File: config.mk
export PLATFORM = sky130hd
export DESIGN_NAME = mem_write_arbiter
export DESIGN_NICKNAME = d
export VERILOG_FILES = /design/src/rtl/mem_write_arbiter.sv
export SDC_FILE = /design/constraint.sdc
export NUM_CORES = 1
export LEC_CHECK = 0
export BUFFER_PORTS_ARGS = -buffer_cell sky130_fd_sc_hd__buf_2
export CAP_MARGIN = 20
export CORE_AREA = 2 2 593 595
export CTS_CLUSTER_SIZE = 28
export DETAILED_ROUTE_END_ITERATION = 10
export DIE_AREA = 0 0 595 597
export MAX_ROUTING_LAYER = met4
export PLACE_DENSITY_LB_ADDON = 0.15
export SETUP_SLACK_MARGIN = 0.5
export SLEW_MARGIN = 0
export SYNTH_ARGS = -nofsm -noshare
export SYNTH_HDL_FRONTEND = slang
export SYNTH_SLANG_ARGS = --single-unit
File: constraint.sdc
create_clock -name clk -period 1.88 [get_ports clk]
set_clock_uncertainty 0.1 [all_clocks]
set_input_delay 0.094 -clock clk [delete_from_list [all_inputs] [get_ports clk]]
set_output_delay 0.094 -clock clk [all_outputs]
set_load 0.01 [all_outputs]
File: src/rtl/mem_write_arbiter.sv
// mem_write_arbiter: shares one memory write port among NUM_CLIENTS write
// masters. Round-robin selection, the port stays locked to the owner until its
// last beat is accepted, and a watchdog frees the port from a stalled owner.
module mem_write_arbiter #(
   parameter int NUM_CLIENTS       = 4,
   parameter int WORD_WIDTH        = 8,
   parameter int NUM_WORDS_IN_LINE = 32,
   parameter int ADDR_WIDTH        = 19,
   parameter int TIMEOUT_CYC       = 256,
   localparam int LW  = WORD_WIDTH * NUM_WORDS_IN_LINE,
   localparam int SW  = ADDR_WIDTH - ADDR_WIDTH / 8,
   localparam int LVW = $clog2(LW / 8),
   localparam int IDW = $clog2(NUM_CLIENTS)
) (
   input  logic                       clk,
   input  logic                       rst_n,
   input  logic [NUM_CLIENTS-1:0]     cl_req,
   input  logic [NUM_CLIENTS-1:0]     cl_last,
   input  logic [NUM_CLIENTS*ADDR_WIDTH-1:0] cl_start_addr,
   input  logic [NUM_CLIENTS*SW-1:0]  cl_size_bytes,
   input  logic [NUM_CLIENTS*LW-1:0]  cl_data,
   input  logic [NUM_CLIENTS*LVW-1:0] cl_last_valid,
   output logic [NUM_CLIENTS-1:0]     cl_gnt,
   output logic                       mem_req,
   input  logic                       mem_gnt,
   output logic                       mem_last,
   output logic [ADDR_WIDTH-1:0]      mem_start_addr,
   output logic [SW-1:0]              mem_size_bytes,
   output logic [LW-1:0]              mem_data,
   output logic [LVW-1:0]             mem_last_valid,
   output logic                       busy,
   output logic [IDW-1:0]             owner_id,
   output logic                       err_abort
);

   localparam int WDW = $clog2(TIMEOUT_CYC);

   typedef enum logic {S_IDLE, S_BURST} state_t;

   state_t                r_state, w_state_nxt;
   logic [IDW-1:0]        r_rr_ptr, w_rr_nxt;
   logic [IDW-1:0]        r_owner, w_owner_nxt;
   logic [IDW-1:0]        w_owner_inc, w_pick, w_cand;
   logic [WDW-1:0]        r_wd_cnt, w_wd_nxt;
   logic                  w_found;
   logic                  w_own_req, w_own_last;
   logic [ADDR_WIDTH-1:0] w_own_addr;
   logic [SW-1:0]         w_own_size;
   logic [LW-1:0]         w_own_data;
   logic [LVW-1:0]        w_own_lv;

   assign w_owner_inc = (r_owner == IDW'(NUM_CLIENTS - 1)) ? '0 : r_owner + 1'b1;

   // Round-robin pick: first requester at or above rr_ptr, wrapping around.
   always_comb begin
      w_found = 1'b0;
      w_pick  = '0;
      w_cand  = '0;
      for (int unsigned i = 0; i < NUM_CLIENTS; i++) begin
         w_cand = IDW'((32'(r_rr_ptr) + i) % NUM_CLIENTS);
         if (!w_found && cl_req[w_cand]) begin
            w_found = 1'b1;
            w_pick  = w_cand;
         end
      end
   end

   // Select the current owner's request and payload slices.
   always_comb begin
      w_own_req  = 1'b0;
      w_own_last = 1'b0;
      w_own_addr = '0;
      w_own_size = '0;
      w_own_data = '0;
      w_own_lv   = '0;
      for (int unsigned i = 0; i < NUM_CLIENTS; i++) begin
         if (r_owner == IDW'(i)) begin
            w_own_req  = cl_req[i];
            w_own_last = cl_last[i];
            w_own_addr = cl_start_addr[i*ADDR_WIDTH +: ADDR_WIDTH];
            w_own_size = cl_size_bytes[i*SW +: SW];
            w_own_data = cl_data[i*LW +: LW];
            w_own_lv   = cl_last_valid[i*LVW +: LVW];
         end
      end
   end

   // Next-state, watchdog and handshake logic.
   always_comb begin
      w_state_nxt = r_state;
      w_rr_nxt    = r_rr_ptr;
      w_owner_nxt = r_owner;
      w_wd_nxt    = r_wd_cnt;
      mem_req     = 1'b0;
      cl_gnt      = '0;
      err_abort   = 1'b0;
      case (r_state)
         S_IDLE: begin
            w_wd_nxt = '0;
            if (w_found) begin
               w_owner_nxt = w_pick;
               w_state_nxt = S_BURST;
            end
         end
         S_BURST: begin
            mem_req = w_own_req;
            for (int unsigned i = 0; i < NUM_CLIENTS; i++) begin
               if (r_owner == IDW'(i)) cl_gnt[i] = mem_gnt & w_own_req;
            end
            if (w_own_req) begin
               w_wd_nxt = '0;
               if (mem_gnt && w_own_last) begin
                  w_state_nxt = S_IDLE;
                  w_rr_nxt    = w_owner_inc;
               end
            end else if (r_wd_cnt == WDW'(TIMEOUT_CYC - 1)) begin
               err_abort   = 1'b1;
               w_state_nxt = S_IDLE;
               w_rr_nxt    = w_owner_inc;
               w_wd_nxt    = '0;
            end else begin
               w_wd_nxt = r_wd_cnt + 1'b1;
            end
         end
         default: w_state_nxt = S_IDLE;
      endcase
   end

   // State, pointer, owner and watchdog registers.
   always_ff @(posedge clk or negedge rst_n) begin
      if (!rst_n) begin
         r_state  <= S_IDLE;
         r_rr_ptr <= '0;
         r_owner  <= '0;
         r_wd_cnt <= '0;
      end else begin
         r_state  <= w_state_nxt;
         r_rr_ptr <= w_rr_nxt;
         r_owner  <= w_owner_nxt;
         r_wd_cnt <= w_wd_nxt;
      end
   end

   // Memory-side payload is driven only while a burst is owned.
   always_comb begin
      busy           = (r_state == S_BURST);
      owner_id       = r_owner;
      mem_last       = busy & w_own_last;
      mem_start_addr = busy ? w_own_addr : '0;
      mem_size_bytes = busy ? w_own_size : '0;
      mem_data       = busy ? w_own_data : '0;
      mem_last_valid = busy ? w_own_lv   : '0;
   end

endmodule

After elaboration in Yosys (flattened, before gate mapping)
Cells that the tools add are included.
{ "totals": {"ff_bits": 13, "out_inout_bits": 307, "inputBits": 1199} }
{ "op_classes": {"n_bitwise": 3, "n_reduce_logical": 11, "eq_ne": 5, "add_sub_neg": 5, "mux": 65, "n_lt_le_gt_ge": 4} }
{ "op_table": {"columns": ["operator", "n"], "rows": [
  ["$mux 256", 5],
  ["$mux 19", 5],
  ["$mux 17", 5],
  ["$mux 1", 28],
  ["$mux 5", 5],
  ["$mux 2", 8],
  ["$mux 8", 2],
  ["$pmux 8 s2", 1],
  ["$lt 2x3->1 const B", 4],
  ["$add 8x1->8 const B", 1],
  ["$bmux 1 s2", 4],
  ["$eq 8x8->1 const B", 1],
  ["$add 2x1->2 const B", 2],
  ["$add 2x2->2 const B", 2],
  ["$eq 2x2->1 const B", 2],
  ["$logic_and 1x1->1", 4],
  ["$mux 4", 1],
  ["$logic_not 1->1", 3],
  ["$reduce_and 3->1", 1],
  ["$and 1x1->1", 2],
  ["$eq 2x1->1 const B", 1],
  ["$logic_not 2->1", 1],
  ["$ne 2x1->1 const B", 1],
  ["$pmux 1 s2", 1],
  ["3 further kinds", 3]
]} }

Logic depth before layout (Yosys ltp)
Gate-level depths: netlist (run 1).
{ "logic_depth": {"ltp_word": 14, "ltp_mapped": 10, "depth_no_buf": 7} }

Least setup slack after synthesis (run 1)
Ideal clock, no wire load.
{ "synth_path": {"path_type": "flip-flop to flip-flop", "from": "register r_owner[0], in the netlist owner_id[0]", "to": "register r_rr_ptr[0]", "arrival_time_ns": 1.942, "path_stages_with_launch": 9, "setup_slack_ns": -0.289, "setup_time_ns": 0.128, "period_less_slack_ns": 2.169, "path_cell_list": "dfrtp_1 -> inv_1 -> ha_1 -> nor2b_1 -> buf_2 -> a221oi_2 -> o41ai_2 -> a31oi_2 -> mux2_1"} }
{ "synth_between": {"elab_chain_cells": 8} }
{ "synth_rtl": {"columns": ["element", "line", "text"], "rows": [
  ["start: declaration", "42", "logic [IDW-1:0] r_owner, w_owner_nxt;"],
  ["start signal: assignment", "139", "r_owner <= w_owner_nxt;"],
  ["$logic_not 2->1", "77", "if (r_owner == IDW'(i)) begin"],
  ["$mux 1 (4 in a row)", "77", null],
  ["$logic_and 1x1->1", "112", "if (mem_gnt && w_own_last) begin"],
  ["$ne 2x1->1 (no source line)", null, null],
  ["$reduce_and 3->1 (no source line)", null, null],
  ["end signal: assignment", "138", "r_rr_ptr <= w_rr_nxt;"],
  ["end: declaration", "41", "logic [IDW-1:0] r_rr_ptr, w_rr_nxt;"]
]} }
Several ways; a longest one is shown, not always the timed one. The select of a mux whose other input is x is not followed.
A chain may end at the register's enable or synchronous reset.

Worst setup path after layout (run 1)
{ "layout_path": {"from": "register r_owner[0], in the netlist owner_id[0]", "to": "output mem_data[5]"} }
{ "layout_between": {"elab_chain_cells": 6} }
{ "layout_rtl": {"columns": ["element", "line", "text"], "rows": [
  ["$logic_not 2->1", "77", null],
  ["$mux 256 (3 in a row)", "77", null],
  ["$mux 256 (*)", "77", null],
  ["$mux 256 (*)", "151", "mem_data = busy ? w_own_data : '0;"],
  ["end: declaration", "29", "output logic [LW-1:0] mem_data,"]
]} }
Mark *: on every way between the ends. The rest lies on a longest branch, timed or not.

==> summary.md, run 1 <==
| Metric | Value |
|---|---|
| Status | `finished, violations left` |
| Failing checks | `negative setup slack` |
| Worst Hold Depth | `3` |
| Share of layout cells above drive strength 1 | `68.8%` |
| Max FO, Critical Path | `24` |
| Die height | `597 um` |
| Sinks on Clock Net | `13` |
| CP cell instances | `inv_4, ha_4, nor2b_4, buf_12, buf_12, buf_16, buf_4, buf_12, a221oi_2, nor3_2, a21oi_2, buf_4, nor2_1, buf_2` |
| CTS tree | `built` |
| # setup viols final | `between 300 and 400` |
| Worst EP required | `between 1.5 and 2 ns` |
| GR peak layer | `met2` |
| Crit path largest cell delay | `approximately 0.4 ns` |
| Pleak | `13.4 nW` |
| Port bufs | `1,505` |
| FP Rows | `approximately 220` |
| Core box area | `0.349 mm2` |
| Fin crit period | `2.95 ns` |
| Ranking of synthesized cells by area | `a221oi_1 25%, nor2b_1 18%, a21oi_1 14%` |
| GP Congestion | `about 0.95` |
| Crit path buf inv count | `8` |
| First-pass GRT wire length | `273,000 um` |
| DP Area | `0.0274 mm2` |
| Syn Inst Count | `around 1,800` |
| Final net count | `4,739` |
| Setup CP Type | `reg -> out` |
| P per Cell Area | `~2200 mW/mm2` |
| Worst-path clk slew | `about 0.050 ns` |
| Maximum vdd ir drop | `between 0.7 and 0.8 mV` |
| RSZ-0062 raised after global routing | `yes` |
| WP data arrival | `roughly 2.8 ns` |
| Slowest CP cell | `dfrtp_2` |
| Netlist cell types | `35` |
| CTS Buf Count | `3` |
| Post-synth top cells | `307 x nor2_1, 300 x nor2b_1, 298 x a21oi_1, 297 x a221oi_1, 297 x nor3_1` |
| Max Freq | `339 MHz` |
| Yosys top cell by area | `a221oi_1` |
| Top-level I/O count | `~1,500` |
| Ys flop type | `dfrtp_1` |
| DRT Pass-1 Iters | `5` |
| Worst R2R End | `r_rr_ptr[1]` |
| M3 GR Usage | `3.34%` |
| Post-synthesis sequential area ratio | `roughly 3.2%` |
| Worst Reg2Reg Path Length in Cells | `11` |
| Crit. End Element | `output port` |
| Ys Warns | `0` |
| Top cell type's share of synthesized area | `25.3%` |
| GR Util met2 | `around 23%` |
| Most common cell in the netlist | `nor2_1` |
| Dpl ws | `-1.42 ns` |
| Setup TNS | `-268.90 ns` |
| Synthesis-stage register bit count | `13` |
| Post-Syn Nets | `~3,000` |
| Max-Cap Viols | `0` |
| Total GRT Usage | `between 10% and 20%` |
| Wire per inst | `27.7 um` |
| CTS H-tree depth | `1` |
| Die Wd | `approximately 600 um` |
| Hold EP | `busy` |
| Dpl hpwl | `approximately 200,000 um` |
| Post-synth EDFFs | `0` |
| Area Growth Syn to Fin | `216%` |
| Vias | `around 23,000` |
| Clk Tree Root Cell | `clkbuf_16` |
| Crit path top cell by count | `buf_12` |
| Cell Area, Synth | `slightly above 0.01 mm2` |
| Grt met1 use | `between 10% and 20%` |
| Total Power | `~72 mW` |
| Final antenna-violating net count | `0` |
| Fin crit share | `157%` |
| Initial DRC Count | `about 1,500` |
| Slew headroom | `58.2%` |
| Register-to-register setup slack | `-0.89 ns` |
| Worst slew pin tran | `around 0.63 ns` |
| Vias/cell | `between 2 and 3` |
| Initial antenna violation count | `172` |
| DRT Wirelength | `approximately 230,000 um` |
| Die area | `roughly 0.36 mm2` |
| Final Hold Viols | `0` |
| Critical R2R Launch | `owner_id[0]` |
| Worst Hold Launch | `cl_req[0]` |
| Min setup slack post-route | `-1.07 ns` |
| Largest net degree at the start of global routing | `55` |
| HP Class | `in -> reg` |
| Number of global-route vias before repair | `roughly 24,000` |
| Drt drc | `0` |
| Pins Over Slew Limit | `0` |
| CTS Buffer Depth | `2` |
| Clock latency on the worst-skew pair | `around 0.25 ns` |
| Starting Density | `under 10%` |
| Grt ovf | `0` |
| Asr flop ratio synth | `100%` |
| Critical Path Source Type | `register` |
| Fin area | `~0.033 mm2` |
| Syn_area_per_cell | `5.73 um2` |
| Delay-heaviest family, CP | `buffers and inverters` |
==> how the worst max path moves through the flow <==
stage | startpoint | end | slack (ns) | cells past startpoint
floorplan | owner_id[0] | r_rr_ptr[0] | -0.22 | 7
global placement | owner_id[0] | mem_data[212] | -1.46 | 12
detailed placement | owner_id[0] | mem_data[212] | -1.42 | 12
CTS | owner_id[0] | mem_data[213] | -1.16 | 13
global route | owner_id[1] | mem_data[3] | -1.12 | 14
finish | owner_id[0] | mem_data[5] | -1.07 | 14
==> flip-flops by register name, indices dropped and copies added, names as in the netlist <==
register,count
owner_id,2
r_wd_cnt,8
busy,1
r_rr_ptr,2
==> cell usage in the layout (no fill, tap or decap), types with 2 or more instances in the layout <==
cell          n
nor3b_1       2
nor2b_4       4
mux2_1        2
dfrtp_1      12
buf_4       336
xor2_1        5
bufbuf_16     6
nor2_2       41
clkbuf_4      3
buf_16       17
a221oi_4     61
and2_1        6
and3_1        2
nor3_4       29
buf_12      124
buf_2      1397
ha_4          4
buf_6        57
clkbuf_16    13
a221oi_2     95
nand2b_1      2
a21oi_4      11
nor2b_2      12
nor2b_1     284
nor2_1      245
nor2_4       21
nor3_1      183
o21ai_0       3
nand3_1       4
mux2i_1       3
buf_8        13
a21oi_1     193
nor3_2       86
nand4_1       2
a21oi_2      94
a221oi_1    142
diode_2     106
nand2_1       2
==> worst register-to-register path: stages (launching register included) <==
cell	delay, ns
dfrtp_2	0.44
inv_4	0.09
ha_4	0.13
nor2b_4	0.15
buf_12	0.13
buf_12	0.14
buf_12	0.16
buf_4	0.26
a221oi_2	0.11
o41ai_4	0.40
a31oi_2	0.20
mux2_1	0.34
==> power by group <==
| part | leakage, nW | internal (mW) | switching, mW |
|---|---|---|---|
| Clock | 0.0415 | 0.284 | 0.133 |
| Combinational | 13.2 | 29.6 | 41.1 |
| Sequential | 0.166 | 0.363 | 0.106 |
==> layout make-up <==
cell class,instances,area [um2]
Fill cell,41200,316000
Timing Repair Buffer,1964,13800
Multi-Input combinational cell,1550,12300
Tap cell,4599,5750
Sequential cell,13,327
Antenna cell,106,265
Clock buffer,3,75.1
Inverter,3,21.3
Clock inverter,1,5.00
==> cell families after synthesis <==
| group | after synthesis | synth area share, % |
|---|---|---|
| simple gates | 928 | 45.3 |
| flops | 13 | 3.16 |
| mux | 5 | 0.510 |
| xor+xnor | 6 | 0.510 |
| compound gates | 606 | 40.7 |
| fa+ha+maj | 5 | 0.608 |
| buf+inv | 235 | 9.15 |
==> repair_timing <==
| item | CTS | global route |
|---|---|---|
| hold buffers | 1 | 0 |
| hold endpoints to repair | 13 | 0 |
| resized for setup | 346 | 380 |
| pin swaps | 57 | 85 |
| gates cloned | 12 | 12 |
| setup buffers | 35 | 15 |
| setup endpoints to repair | 317 | 318 |
==> per-stage QoR <==
step / util (%) / hold WS [ns] / instances
final: 9.33 / 0.189 / 8239
after global routing: 9.31 / 0.252 / 8212
after CTS: 8.58 / 0.178 / 8106
after detailed placement: 7.86 / -0.0613 / 8054
after global placement: 7.86 / -0.0604 / 8054
after floorplan: - / -0.302 / 1798
==> routing by layer <==
metal  vias up  wire (um)  part of all wire (%)
met5         -          0                     0
met4         0       6010                   2.6
met2      1327     118000                    52
li1      10400          -                     -
met3       274      18300                   8.0
met1     11000      85700                    38
(Power assumes the default switching activity.)
==> run 2, diff against run 1 <==
==> config.mk (replaced) <==
export PLATFORM = sky130hd
export DESIGN_NAME = mem_write_arbiter
export DESIGN_NICKNAME = d
export VERILOG_FILES = /design/src/rtl/mem_write_arbiter.sv
export SDC_FILE = /design/constraint.sdc
export NUM_CORES = 1
export LEC_CHECK = 0
export ABC_AREA = 1
export BUFFER_PORTS_ARGS = -buffer_cell sky130_fd_sc_hd__buf_2
export CAP_MARGIN = 20
export CORE_AREA = 2 2 585 587
export CTS_CLUSTER_SIZE = 28
export DETAILED_ROUTE_END_ITERATION = 10
export DIE_AREA = 0 0 587 589
export MAX_ROUTING_LAYER = met4
export PLACE_DENSITY_LB_ADDON = 0.15
export SETUP_SLACK_MARGIN = 0.5
export SYNTH_ARGS = -nofsm -noshare
export SYNTH_HDL_FRONTEND = slang
export SYNTH_SLANG_ARGS = --single-unit
==> run 2 against run 1 <==
Compared with the run above:
- critical endpoint is now mem_data[177]
- setup slack better by 0.12 ns
- die area is 2.7% lower
- clock-buffer cell count is 1 higher
- first-iteration DRC count is 10% lower
- wire length is 23% higher
- sequential share of layout area is 0.070 points lower
- the run still ends with negative setup slack left
==> summary.md, run 2 <==
| Metric | Value |
|---|---|
| Slowest CP cell | `dfrtp_2 (unchanged)` |
| DRT Pass-1 Iters | `6 (was 5)` |
| Crit path top cell by count | `buf_12 (unchanged)` |
| Initial DRC Count | `1,309 (was 1,461)` |
| First-pass GRT wire length | `326,000 um (was 273,000 um)` |
| CTS tree | `built (unchanged)` |
| Ys flop type | `dfrtp_1 (unchanged)` |
| Crit. End Element | `output port (unchanged)` |
| Worst slew pin tran | `0.748 ns (was 0.626 ns)` |
| Commonest non-fill, non-tap cells in the layout | `1,327 x buf_2, 303 x buf_4, 259 x nand2_1 (was 1,397 x buf_2, 336 x buf_4, 284 x nor2b_1)` |
| Ranking of synthesized cells by area | `o21ai_0 27%, a21oi_1 17%, nand2_1 16% (was a221oi_1 25%, nor2b_1 18%, a21oi_1 14%)` |
| Max FFs per register | `8 (unchanged)` |
| Cells after DPL | `8,130 (was 8,054)` |
| Die area | `0.346 mm2 (was 0.355 mm2)` |
| # setup viols final | `316 (was 315)` |
| Starting Density | `2.95% (about the same)` |
| FF/Latch Area | `332 um2 (was 327 um2)` |
| Top cell type's share of synthesized area | `27.1% (was 25.3%)` |
| Fin crit period | `2.83 ns (was 2.95 ns)` |
| Fillers | `40,100 (was 41,200)` |
| CTS H-tree depth | `1 (unchanged)` |
| Grt ovf | `0 (unchanged)` |
| Total GRT Usage | `15.5% (was 12.2%)` |
| Max Freq | `353 MHz (was 339 MHz)` |
| Critical Path Stages | `15 (was 14)` |
| Max-Cap Viols | `0 (unchanged)` |
| Yosys top cell by area | `o21ai_0 (was a221oi_1)` |
| Cell Area, Synth | `0.0100 mm2 (was 0.0103 mm2)` |
| Die height | `589 um (was 597 um)` |
| WHS | `0.217 ns (was 0.189 ns)` |
| Multi-input logic area | `0.0123 mm2 (about the same)` |
| P per Cell Area | `2270 mW/mm2 (was 2200 mW/mm2)` |
| Initial antenna violation count | `324 (was 172)` |
| Pins Over Slew Limit | `0 (unchanged)` |
| Critical Path Source Type | `register (unchanged)` |
| GP Congestion | `0.884 (was 0.953)` |
| Asr flop ratio synth | `100% (unchanged)` |
| Delay-heaviest family, CP | `buffers and inverters (unchanged)` |
| Number of global-route vias before repair | `24,400 (was 23,600)` |
| Max FO, Critical Path | `8 (was 24)` |
| Worst EP required | `1.69 ns (about the same)` |
| WP data arrival | `2.64 ns (was 2.75 ns)` |
| Status | `finished, violations left (unchanged)` |
| Crit path buf inv count | `9 (was 8)` |
| Final net count | `5,005 (was 4,739)` |
| Post-synth EDFFs | `0 (unchanged)` |
| RSZ-0062 raised after global routing | `yes (unchanged)` |
| DP Area | `0.0273 mm2 (was 0.0274 mm2)` |
| Synthesis-stage register bit count | `13 (unchanged)` |
| Fin crit share | `151% (was 157%)` |
| Min setup slack post-route | `-0.951 ns (was -1.07 ns)` |
| Final Non-Filler Cells | `8,560 (was 8,239)` |
| Ys Warns | `0 (unchanged)` |
| CTS Buf Count | `3 (unchanged)` |
| Clock latency on the worst-skew pair | `0.25 ns (about the same)` |
| Crit path largest cell delay | `0.42 ns (was 0.41 ns)` |
| Pleak | `15.0 nW (was 13.4 nW)` |
| Setup CP Type | `reg -> out (unchanged)` |
| DRT Wirelength | `281,000 um (was 228,000 um)` |
| Wire per inst | `32.8 um (was 27.7 um)` |
| Fin area | `0.0355 mm2 (was 0.0325 mm2)` |
| Post-synth top cells | `542 x o21ai_0, 436 x nand2_1, 337 x a21oi_1, 181 x a22oi_1, 130 x clkbuf_1 (was 307 x nor2_1, 300 x nor2b_1, 298 x a21oi_1, 297 x a221oi_1, 297 x nor3_1)` |
| Syn_area_per_cell | `5.11 um2 (was 5.73 um2)` |
| Netlist cell types | `26 (was 35)` |
| Share of layout cells above drive strength 1 | `74.6% (was 68.8%)` |
| Maximum vdd ir drop | `0.633 mV (was 0.756 mV)` |
| Clk Tree Root Cell | `clkbuf_16 (unchanged)` |
| Largest net degree at the start of global routing | `47 (was 55)` |
| CTS Buffer Depth | `2 (unchanged)` |
| Vias | `24,800 (was 23,000)` |
| Area Growth Syn to Fin | `254% (was 216%)` |
| Core box area | `0.339 mm2 (was 0.349 mm2)` |
| Most common cell in the netlist | `o21ai_0 (was nor2_1)` |
| Syn Inst Count | `1,961 (was 1,798)` |
| Final antenna-violating net count | `0 (unchanged)` |
| Post-Syn Nets | `3,165 (was 3,002)` |
| Sinks on Clock Net | `13 (unchanged)` |
| Drt drc | `0 (unchanged)` |
| Register-to-register setup slack | `-0.63 ns (was -0.89 ns)` |
| Die Wd | `587 um (was 595 um)` |
| Slew headroom | `49.6% (was 58.2%)` |
| Commonest non-fill, non-tap cell in the layout | `buf_2 (unchanged)` |
| HP Class | `in -> reg (unchanged)` |
| Post-synthesis sequential area ratio | `3.25% (was 3.16%)` |
| Worst-path clk slew | `0.06 ns (was 0.05 ns)` |
| Top-level I/O count | `1,506 (unchanged)` |
| Failing checks | `negative setup slack (unchanged)` |
| Dpl hpwl | `248,000 um (was 203,000 um)` |
| CP cell instances | `inv_2, ha_4, inv_4, nor2_4, buf_12, buf_16, buf_12, buf_12, buf_12, buf_8, a22oi_2, nand2_1, o21ai_2, a21oi_2, buf_4 (was inv_4, ha_4, nor2b_4, buf_12, buf_12, buf_16, buf_4, buf_12, a221oi_2, nor3_2, a21oi_2, buf_4, nor2_1, buf_2)` |
| Vias/cell | `2.90 (was 2.79)` |
| Final Hold Viols | `0 (unchanged)` |
| Port bufs | `1,505 (unchanged)` |
| Setup TNS | `-238.06 ns (was -268.90 ns)` |
| Worst Reg2Reg Path Length in Cells | `13 (was 11)` |
| Register with the most flip-flops | `r_wd_cnt (unchanged)` |
| Worst Hold Depth | `5 (was 3)` |
| FP Rows | `214 (was 217)` |
==> run 2: cell types whose count changed in the layout (fill, tap and decap cells not counted), moves of 142 or more <==
cell,change
a221oi_1,-142
a22oi_2,+167
nand2_1,+257
nor2_1,-228
nor2b_1,-284
nor3_1,-182
o21ai_0,+212
o21ai_2,+184
==> run 2: cell families after synthesis <==
group / share of synthesized area [%]
buffers and inverters: 11.3
AOI/OAI and AO/OA: 61.6
adders and majority gates: 0.625
DFF: 3.25
and+or+nand+nor: 22.8
xor gates and xnor gates: 0.437
==> run 2: stage by stage <==
stage	setup slack, ns	total power, mW	utilization, %
2_1_floorplan	0.0401	19.5	-
3_3_place_gp	-1.53	61.7	8.06
3_5_place_dp	-1.30	61.3	8.06
4_1_cts	-0.970	72.8	9.11
5_1_grt	-1.00	85.2	10.5
6_report	-0.951	80.7	10.5
==> run 2: repair_timing <==
item	4_1_cts	5_1_grt
hold buffers	1	0
pin swaps	156	311
gates cloned	17	30
resized for setup	682	733
endpoints found under the hold margin	13	0
setup endpoints to repair	318	318
buffers inserted	65	89
==> run 2: area by class of cell <==
type,count,area share (%)
flip-flops and latches,13,0.934
repair buffers,2064,46.3
clock buffers,4,0.222
well taps,4536,16.0
multi-input cells,1693,34.6
inverters,26,0.412
diodes,224,1.58
==> run 2: worst paths after layout <==
| kind | startpoint | end |
|---|---|---|
| max | owner_id[0] | mem_data[177] |
| min | mem_gnt | r_rr_ptr[1] |
| max reg2reg | owner_id[0] | r_wd_cnt[2] |
| min reg2reg | r_wd_cnt[0] | r_wd_cnt[0] |
| max in group asynchronous | rst_n | busy |
| min in group asynchronous | rst_n | r_rr_ptr[1] |
==> run 2: worst min-delay path: cells and delay by family <==
kind | cells | cell delay, ns
buffers and inverters | 1 | 0.12
AND/OR/NAND/NOR | 4 | 0.31
==> run 2: per-layer routing <==
layer / vias to the layer above / share of wire (%) / wire length (um) / GRT usage [%]
met2: 1539 / 47 / 133000 / 25.9
met5: - / 0 / 0 / -
met4: 0 / 1.6 / 4440 / 1.17
met1: 11800 / 40 / 114000 / 17.3
met3: 318 / 11 / 30100 / 7.21
li1: 11200 / - / - / -
==> run 2: where the power goes <==
group	total [mW]	internal (mW)	switching, mW	leakage (nW)
clock network	0.442	0.289	0.154	0.0396
registers	0.476	0.372	0.104	0.163
logic	79.8	35.4	44.4	14.8
==> run 3, diff against run 2 <==
--- a/config.mk
+++ b/config.mk
@@ -6,6 +6,7 @@
 export NUM_CORES = 1
 export LEC_CHECK = 0
 export ABC_AREA = 1
+export ABC_CLOCK_PERIOD_IN_PS = 1880
 export BUFFER_PORTS_ARGS = -buffer_cell sky130_fd_sc_hd__buf_2
 export CAP_MARGIN = 20
 export CORE_AREA = 2 2 585 587
@@ -13,7 +14,7 @@
 export DETAILED_ROUTE_END_ITERATION = 10
 export DIE_AREA = 0 0 587 589
 export MAX_ROUTING_LAYER = met4
-export PLACE_DENSITY_LB_ADDON = 0.15
+export PLACE_DENSITY = 0.3
 export SETUP_SLACK_MARGIN = 0.5
 export SYNTH_ARGS = -nofsm -noshare
 export SYNTH_HDL_FRONTEND = slang
==> run 3 against run 2 <==
Compared with the run above:
- the flow still finishes with violations (negative setup slack)
- critical endpoint is now mem_data[121]
- largest power group unchanged
- power down 13%
- register-to-register slack about the same
- sequential share of layout area up 0.14 points
==> summary.md, run 3 (synthesis results as in run 2) <==
| Metric | Value |
|---|---|
| Status | `finished, violations left (unchanged)` |
| Failing checks | `negative setup slack (unchanged)` |
| Sinks on Clock Net | `13 (unchanged)` |
| Drt drc | `0 (unchanged)` |
| Wire per inst | `33.6 um (was 32.8 um)` |
| Max-Cap Viols | `0 (unchanged)` |
| RSZ-0062 raised after global routing | `yes (unchanged)` |
| Worst Hold Depth | `5 (unchanged)` |
| Hold EP | `r_rr_ptr[1] (unchanged)` |
| Die area | `0.346 mm2 (unchanged)` |
| Total GRT Usage | `15.9% (was 15.5%)` |
| First-pass GRT wire length | `332,000 um (was 326,000 um)` |
| FP Rows | `214 (unchanged)` |
| Maximum vdd ir drop | `0.736 mV (was 0.633 mV)` |
| Grt ovf | `0 (unchanged)` |
| Top-level I/O count | `1,506 (unchanged)` |
| GP Congestion | `0.938 (was 0.884)` |
| Die height | `589 um (unchanged)` |
| CTS tree | `built (unchanged)` |
| Final antenna-violating net count | `0 (unchanged)` |
| Final Hold Viols | `0 (unchanged)` |
| CTS Buffer Depth | `2 (unchanged)` |
| Initial DRC Count | `1,624 (was 1,309)` |
| Critical Path Source Type | `register (unchanged)` |
| Total Power | `70.1 mW (was 80.7 mW)` |
| Register with the most flip-flops | `r_wd_cnt (unchanged)` |
| CTS Buf Count | `3 (unchanged)` |
| CP cell instances | `inv_4, ha_4, nor2_4, buf_12, buf_16, buf_16, a22oi_2, nand2_1, o21ai_1, a21oi_2, buf_2 (was inv_2, ha_4, inv_4, nor2_4, buf_12, buf_16, buf_12, buf_12, buf_12, buf_8, a22oi_2, nand2_1, o21ai_2, a21oi_2, buf_4)` |
| Commonest non-fill, non-tap cells in the layout | `1,360 x buf_2, 402 x nand2_1, 330 x o21ai_0 (was 1,327 x buf_2, 303 x buf_4, 259 x nand2_1)` |
| Fin crit share | `149% (was 151%)` |
| Commonest non-fill, non-tap cell in the layout | `buf_2 (unchanged)` |
| Worst-path clk slew | `0.05 ns (was 0.06 ns)` |
| Max Freq | `357 MHz (was 353 MHz)` |
| Worst EP required | `1.69 ns (about the same)` |
| Starting Density | `2.95% (unchanged)` |
| Setup CP Type | `reg -> out (unchanged)` |
| Vias | `23,900 (was 24,800)` |
| Port bufs | `1,505 (unchanged)` |
| Area Growth Syn to Fin | `209% (was 254%)` |
| Pins Over Slew Limit | `0 (unchanged)` |
| P per Cell Area | `2260 mW/mm2 (was 2270 mW/mm2)` |
| Slowest CP cell | `dfrtp_2 (unchanged)` |
| Register-to-register setup slack | `-0.63 ns (about the same)` |
| Critical R2R Launch | `owner_id[1] (was owner_id[0])` |
| Worst Hold Launch | `mem_gnt (unchanged)` |
| Clock latency on the worst-skew pair | `0.25 ns (about the same)` |
| Final net count | `4,881 (was 5,005)` |
| Max FO, Critical Path | `9 (was 8)` |
| Number of global-route vias before repair | `23,700 (was 24,400)` |
| CTS H-tree depth | `1 (unchanged)` |
| HP Class | `in -> reg (unchanged)` |
| Worst R2R End | `busy (was r_wd_cnt[2])` |
| Slew headroom | `38.2% (was 49.6%)` |
| Final Util | `9.14% (was 10.5%)` |
| Core box area | `0.339 mm2 (unchanged)` |
| Die Wd | `587 um (unchanged)` |
| DRT Pass-1 Iters | `5 (was 6)` |
| Share of layout cells above drive strength 1 | `61.6% (was 74.6%)` |
| WP data arrival | `2.61 ns (was 2.64 ns)` |
| Crit path largest cell delay | `0.42 ns (about the same)` |
| Dpl hpwl | `262,000 um (was 248,000 um)` |
| Initial antenna violation count | `354 (was 324)` |
| Fin crit period | `2.80 ns (was 2.83 ns)` |
| Setup TNS | `-209.06 ns (was -238.06 ns)` |
| Crit. End Element | `output port (unchanged)` |
| DP Area | `0.0277 mm2 (was 0.0273 mm2)` |
| Min setup slack post-route | `-0.924 ns (was -0.951 ns)` |
| WHS | `0.190 ns (was 0.217 ns)` |
| Worst slew pin tran | `0.917 ns (was 0.748 ns)` |
| Clk Tree Root Cell | `clkbuf_16 (unchanged)` |
| Pleak | `13.5 nW (was 15.0 nW)` |
| Largest net degree at the start of global routing | `70 (was 47)` |
| DRT Wirelength | `282,000 um (was 281,000 um)` |
| Fin area | `0.0310 mm2 (was 0.0355 mm2)` |
| Max FFs per register | `8 (unchanged)` |
| # setup viols final | `315 (was 316)` |
| Vias/cell | `2.85 (was 2.90)` |
| Worst Reg2Reg Path Length in Cells | `16 (was 13)` |
| Crit path top cell by count | `buf_16 (was buf_12)` |
## run 3: cell types whose count changed in the layout (fill, tap and decap cells not counted), moves of 60 or more
cell,delta
a22oi_2,-103
o21ai_0,+115
o21ai_2,-104
nand2_1,+143
nand2_2,-98
buf_6,-97
diode_2,-60
a22oi_1,+103
## run 3: layer usage
metal	global-route usage [%]	vias up	part of all wire [%]
li1	-	10800	-
met3	8.07	404	12
met4	1.13	0	1.7
met5	-	-	0
met2	26.2	1555	46
met1	17.9	11100	40
## run 3: repair_timing
action | in CTS | in global routing
setup buffers | 28 | 29
hold buffers | 1 | 0
pin swaps | 41 | 35
gates cloned | 6 | 6
gates resized for setup | 349 | 203
hold endpoints to repair | 13 | 0
endpoints found under the setup margin | 318 | 318
## run 3: metrics by stage
stage               std cells  setup slack [ns]
CTS                      8177            -0.915
floorplan                1961            0.0401
global route             8355            -0.999
global placement         8137             -1.01
finish                   8376            -0.924
detailed placement       8138            -0.981
## run 3: worst max-delay path: cells and delay by family, from the launching register on
family	cells	cell delay [ns]
AO/OA/AOI/OAI	3	0.66
AND/OR/NAND/NOR	2	0.25
adder cells (fa/ha/maj)	1	0.18
flip-flops	1	0.42
buffers and inverters	5	0.74
## run 3: worst max path at each step
stage,startpoint,to,depth (start not counted)
after floorplan,owner_id[0],mem_data[109],6
after global placement,owner_id[0],mem_start_addr[17],12
after detailed placement,owner_id[0],mem_start_addr[17],12
after CTS,owner_id[1],mem_data[121],11
after global routing,owner_id[0],mem_data[137],13
final,owner_id[1],mem_data[121],11
## run 3: final cells by class
class	instances	area, um2
diodes	164	410
clock buffers	3	75.1
clock inverters	1	5.00
fillers	40400	308000
inverters	26	131
multi-input cells	1691	10100
flip-flops and latches	13	332
well taps	4536	5680
repair buffers	1942	14300
## run 3: power by group
| part | switching, mW | internal, mW |
|---|---|---|
| Combinational | 41.1 | 28.1 |
| Sequential | 0.106 | 0.373 |
| Clock | 0.134 | 0.284 |
| Total | 41.3 | 28.8 |
